===== src/rtl/dummy_pkg.sv =====
// Shared types for the dummy execution datapath.
// Holds the operation mode and result-select types used by the control unit,
// and the result-half select used by the iterative multiplier (dummy_iter).
package dummy_pkg;

  // Operation class requested by the control unit.
  typedef enum logic [1:0] {
    MODE_ALU  = 2'd0,
    MODE_MUL  = 2'd1,
    MODE_MULH = 2'd2,
    MODE_NOP  = 2'd3
  } dummy_mode_t;

  // Which unit drives the writeback result.
  typedef enum logic {
    RES_ALU  = 1'b0,
    RES_ITER = 1'b1
  } dummy_res_sel_t;

  // Which half of the 2*WIDTH-bit product is returned.
  typedef enum logic {
    ITER_LO = 1'b0,
    ITER_HI = 1'b1
  } iter_half_t;

endpackage


===== src/rtl/dummy_iter_cnt.sv =====
// Saturating up-counter for the iterative multiplier.
// Ports:
//   clk_i  - clock
//   rst_i  - asynchronous active-high reset
//   clr_i  - synchronous clear (wins over en_i)
//   en_i   - count enable; ignored once the terminal value is reached
//   tc_o   - high while the count equals TERM
module dummy_iter_cnt #(
  parameter int CNT_W = 6,
  parameter int TERM  = 32
) (
  input  logic clk_i,
  input  logic rst_i,
  input  logic clr_i,
  input  logic en_i,
  output logic tc_o
);

  localparam logic [CNT_W-1:0] TERM_V = CNT_W'(TERM);

  logic [CNT_W-1:0] r_cnt;
  logic             w_tc;

  assign w_tc = (r_cnt == TERM_V);
  assign tc_o = w_tc;

  always_ff @(posedge clk_i or posedge rst_i) begin
    if (rst_i) begin
      r_cnt <= '0;
    end else if (clr_i) begin
      r_cnt <= '0;
    end else if (en_i && !w_tc) begin
      r_cnt <= r_cnt + 1'b1;
    end
  end

endmodule


===== src/rtl/dummy_iter.sv =====
// Iterative radix-2 shift-add unsigned multiplier, sequenced by the control
// unit's strobes (no internal FSM).
// Ports:
//   clk_i, rst_i  - clock, asynchronous active-high reset
//   flush_i       - abort in-flight operation, clears datapath
//   reg_en_i      - load operands and start a new operation
//   cnt_en_i      - perform one shift-add step
//   cnt_clr_i     - retire the operation (result retained)
//   op_a_i/op_b_i - multiplicand / multiplier
//   hi_i          - 1 selects upper WIDTH bits of the product
//   tc_o          - result is final
//   busy_o        - an operation is loaded and not yet cleared
//   res_o         - selected half of the product
module dummy_iter
  import dummy_pkg::*;
#(
  parameter int WIDTH = 32
) (
  input  logic             clk_i,
  input  logic             rst_i,
  input  logic             flush_i,
  input  logic             reg_en_i,
  input  logic             cnt_en_i,
  input  logic             cnt_clr_i,
  input  logic [WIDTH-1:0] op_a_i,
  input  logic [WIDTH-1:0] op_b_i,
  input  logic             hi_i,
  output logic             tc_o,
  output logic             busy_o,
  output logic [WIDTH-1:0] res_o
);

  localparam int CNT_W = $clog2(WIDTH + 1);

  logic [2*WIDTH-1:0] r_a;
  logic [2*WIDTH-1:0] r_acc;
  logic [WIDTH-1:0]   r_b;
  iter_half_t         r_hi;
  logic               r_busy;

  logic w_cnt_tc;
  logic w_tc;
  logic w_step;
  logic w_cnt_clr;

  // Early exit: once the multiplier has no set bits left, the product is final.
  assign w_tc = r_busy & (w_cnt_tc | (r_b == '0));

  // A step only happens when no higher-priority strobe is active.
  assign w_step    = cnt_en_i & r_busy & ~w_tc & ~flush_i & ~cnt_clr_i & ~reg_en_i;
  assign w_cnt_clr = flush_i | cnt_clr_i | reg_en_i;

  dummy_iter_cnt #(
    .CNT_W (CNT_W),
    .TERM  (WIDTH)
  ) u_cnt (
    .clk_i (clk_i),
    .rst_i (rst_i),
    .clr_i (w_cnt_clr),
    .en_i  (w_step),
    .tc_o  (w_cnt_tc)
  );

  always_ff @(posedge clk_i or posedge rst_i) begin
    if (rst_i) begin
      r_a    <= '0;
      r_b    <= '0;
      r_acc  <= '0;
      r_hi   <= ITER_LO;
      r_busy <= 1'b0;
    end else if (flush_i) begin
      r_a    <= '0;
      r_b    <= '0;
      r_acc  <= '0;
      r_busy <= 1'b0;
    end else if (cnt_clr_i) begin
      // Accumulator is kept so the result stays readable after retirement.
      r_busy <= 1'b0;
    end else if (reg_en_i) begin
      r_a    <= {{WIDTH{1'b0}}, op_a_i};
      r_b    <= op_b_i;
      r_acc  <= '0;
      r_hi   <= iter_half_t'(hi_i);
      r_busy <= 1'b1;
    end else if (w_step) begin
      // Full 2*WIDTH add: the final product always fits, so no carry is lost.
      if (r_b[0]) begin
        r_acc <= r_acc + r_a;
      end
      r_a <= r_a << 1;
      r_b <= r_b >> 1;
    end
  end

  assign tc_o   = w_tc;
  assign busy_o = r_busy;
  assign res_o  = (r_hi == ITER_HI) ? r_acc[2*WIDTH-1:WIDTH] : r_acc[WIDTH-1:0];

endmodule


===== config.mk =====
export PLATFORM = sky130hd
export DESIGN_NAME = dummy_iter
export DESIGN_NICKNAME = d
export VERILOG_FILES = /design/src/rtl/dummy_pkg.sv /design/src/rtl/dummy_iter_cnt.sv /design/src/rtl/dummy_iter.sv
export SDC_FILE = /design/constraint.sdc
export NUM_CORES = 1
export LEC_CHECK = 0
export ABC_CLOCK_PERIOD_IN_PS = 12100
export CORE_MARGIN = 10
export CORE_UTILIZATION = 55
export DETAILED_ROUTE_END_ITERATION = 16
export PLACE_DENSITY = 0.77
export REMOVE_ABC_BUFFERS = 1
export SYNTH_ARGS = -nofsm -noshare
export SYNTH_HDL_FRONTEND = slang
export SYNTH_SLANG_ARGS = --single-unit
export TNS_END_PERCENT = 20

===== constraint.sdc =====
create_clock -name clk_i -period 12.1 [get_ports clk_i]
set_input_delay 2.42 -clock clk_i [delete_from_list [all_inputs] [get_ports clk_i]]
set_output_delay 2.42 -clock clk_i [all_outputs]
set_load 0.005 [all_outputs]

==> run metrics <==
routed length per placed instance=18.78 um; top-count cell post-synth=nand2_1; Critical Path End Type=flip-flop; status=finished clean; FF+latch count, synth=between 150 and 200; vias in the first global route=just over 9,000; initial antenna violation count=0; CTS Root Cell=clkbuf_16; worst reg2reg startpoint=r_b[27]; nature of the critical path startpoint=input pin; DRT antenna net count=0; fin util=65.17%; final worst path period share=roughly half; Via-to-Cell Ratio=6.078; register area share after synthesis=between 30% and 40%; Setup crit end=r_a[61]; HPWL after DPL=~20,000 um; slowest stage delay, CP=1.01 ns; R2R cell count=9; Setup Buffers After CTS=0; dominant cell type by area after synthesis=dfrtp_1; Core Area=about 0.020 mm^2; total power=about 1.3 mW; RSZ-0062 raised after global routing=false; Clock Tree Buf Depth=2; Layout area overhead=16.49%; std cell rows=slightly above 50; Inst Count DP=around 1,500; die area=0.02590 mm^2; slew of the pin with the lowest slew margin=around 1.2 ns; largest net degree at the start of global routing=97; CP arrival=around 6.3 ns; Critical path buffers and inverters=4; crit-path cells=buf_2 > buf_4 > or3_1 > nor3_4 > buf_4 > o21bai_1 > nor2b_4 > buf_4 > a22o_1; Placer Congestion=between 0.9 and 1; Starting Density=~56%; Hold Fails Final Rpt=0; clock sink count=168; CTS clk-pin slew, worst paths=approximately 0.070 ns; Distinct cells, synth=68; Pwr Density=between 100 and 150 mW/mm^2; die height=approximately 160 um; Area contributors post-synth=dfrtp_1 (38%), ha_1 (7.4%), nand2_1 (6.5%), mux2i_1 (5.9%), o31ai_1 (4.9%); global-route usage over all layers=between 20% and 30%; EDFF count, synth=0; Leak=~5.7 nW; area share of the largest cell type after synthesis=between 30% and 40%; final-stage net count=1,388; Setup WS pre-CTS=roughly 5.7 ns; first-pass GRT wire length=47,130 um; Residual DRC=0; Finished Layout Cells=around 1,500; reg2reg end=r_a[61]; fin. max-slew vios=0; proportion of layout cells with a drive suffix above 1=around 7.7%; Most used DFF post-synth=dfrtp_1; worst vdd rail ir drop=0.00009260 V; drt first pass iters=5; max_cap viols=0; flop-to-flop setup slack=7.79 ns; post-route minimum period=just under 6 ns; GR Overflow Total=0; die width=~160 um; fmax=approximately 0.17 GHz; CP startpoint=flush_i; cell area after synthesis=~0.011 mm^2; Worst path slowest cell=nor2b_4; CTS tree=yes; ys async rst share=between 90% and 100%; synthesized instance count=1,186; buffers added on ports=about 100; CTS-repair resized insts=0; final instance area=roughly 0.013 mm^2; CP Class=input pin to flip-flop; CP most frequent cell=buf_4; antenna cells=0; warnings from Yosys=0; initial detailed-routing violation count=656; critical path depth=9; worst rel slew slack=a little under 20%; Req. time, crit path=between 10 and 15 ns; I/O pin count=roughly 110; cts hold-fix bufs=0; Synth top cells by count=nand2_1 (189), dfrtp_1 (168), o21ai_0 (90); Final TNS setup=0 ns; Worst Hold Class=flip-flop to flip-flop; final worst setup slack=~6.1 ns; DRT Wirelength=28,720 um; Final setup viols=0; via count=around 9,300; delay-heaviest family, CP=buffers and inverters; Worst Path Max Fanout=96; H-tree depth=4; Area after DPL=0.01212 mm^2; final clock skew=0.01776 ns; CTS Buf Count=17; smallest hold slack=around 0.5 ns; syn_area_per_cell=9.211 um^2; clock latency on the worst-skew pair=between 0.4 and 0.5 ns
[state kept, by name, indices dropped and copies added (netlist names)]
| register | count |
|---|---|
| r_a | 64 |
| r_acc | 64 |
| r_b | 32 |
| u_cnt.r_cnt | 6 |
| busy_o | 1 |
| r_hi | 1 |
[cell usage in the layout (no fill, tap or decap), types with 4 or more instances in the layout]
cell type	synthesis	routed
xnor2_1	29	29
nor2b_1	10	9
o2111ai_1	5	5
inv_6	0	4
nor4_1	10	10
a31oi_1	7	7
a21oi_1	81	81
o21ai_1	4	4
clkdlybuf4s50_1	0	102
inv_8	0	5
ha_1	65	65
mux2i_1	64	64
and3_1	8	8
inv_1	26	25
a21boi_0	4	4
and2_1	6	6
o21bai_1	11	11
nand2b_1	9	9
a211oi_1	6	6
nand2_1	189	189
clkbuf_16	0	17
nor2_1	42	42
nand4_1	14	14
o211ai_1	9	9
a22o_1	37	37
o21ai_0	90	90
nand3_1	12	12
nor3_1	6	6
xor2_1	25	25
dfrtp_1	168	168
mux2_2	33	33
a21o_1	20	20
o31ai_1	71	71
buf_4	0	9
o21a_1	10	10
[logic make-up after synthesis]
kind of cell	count (synthesis)	synth area share [%]
AO/OA/AOI/OAI	383	23.51
XOR/XNOR	54	4.329
flip-flops	168	38.48
AND/OR/NAND/NOR	326	13.56
adder cells (fa/ha/maj)	66	7.628
buffers and inverters	92	3.218
multiplexers	97	9.266
[metal layers]
metal | global-route usage, % | vias to the layer above | routed length, um | share of wire (%)
li1 | - | 4485 | - | -
met1 | 28.90 | 4504 | 12880 | 45
met2 | 35.62 | 276 | 13530 | 47
met3 | 4.831 | 29 | 1934 | 6.7
met4 | 5.252 | 0 | 381 | 1.3
met5 | 0 | - | 0 | 0
[area by class of cell]
| class | count | area (um^2) |
|---|---|---|
| inverter | 26 | 102.6 |
| tap | 265 | 331.6 |
| clock inverter | 14 | 177.7 |
| fill | 1608 | 6800 |
| multi-input combinational | 926 | 6387 |
| clock buffer | 18 | 429.2 |
| sequential | 168 | 4204 |
| timing repair buffer | 112 | 1094 |
[worst min path at each step]
stage	start	endpoint	slack (ns)	cells after the start
2_1_floorplan	r_acc[46]	r_acc[46]	0.47	2
3_3_place_gp	r_acc[46]	r_acc[46]	0.49	2
3_5_place_dp	r_acc[47]	r_acc[47]	0.50	2
4_1_cts	r_acc[47]	r_acc[47]	0.51	2
5_1_grt	r_b[3]	r_b[3]	0.54	2
6_report	r_acc[47]	r_acc[47]	0.51	2
[worst min-delay path: cells and delay by family (launching register included)]
kind / cells / cell delay, ns
and+or+nand+nor: 1 / 0.05
AOI/OAI and AO/OA: 1 / 0.06
DFF: 1 / 0.37
[power breakdown]
part           total (mW)  internal, mW  switching, mW
combinational       0.143        0.0621         0.0810
sequential          0.597         0.579         0.0174
clock               0.564         0.298          0.266
Power figures use the tool's default switching activity.
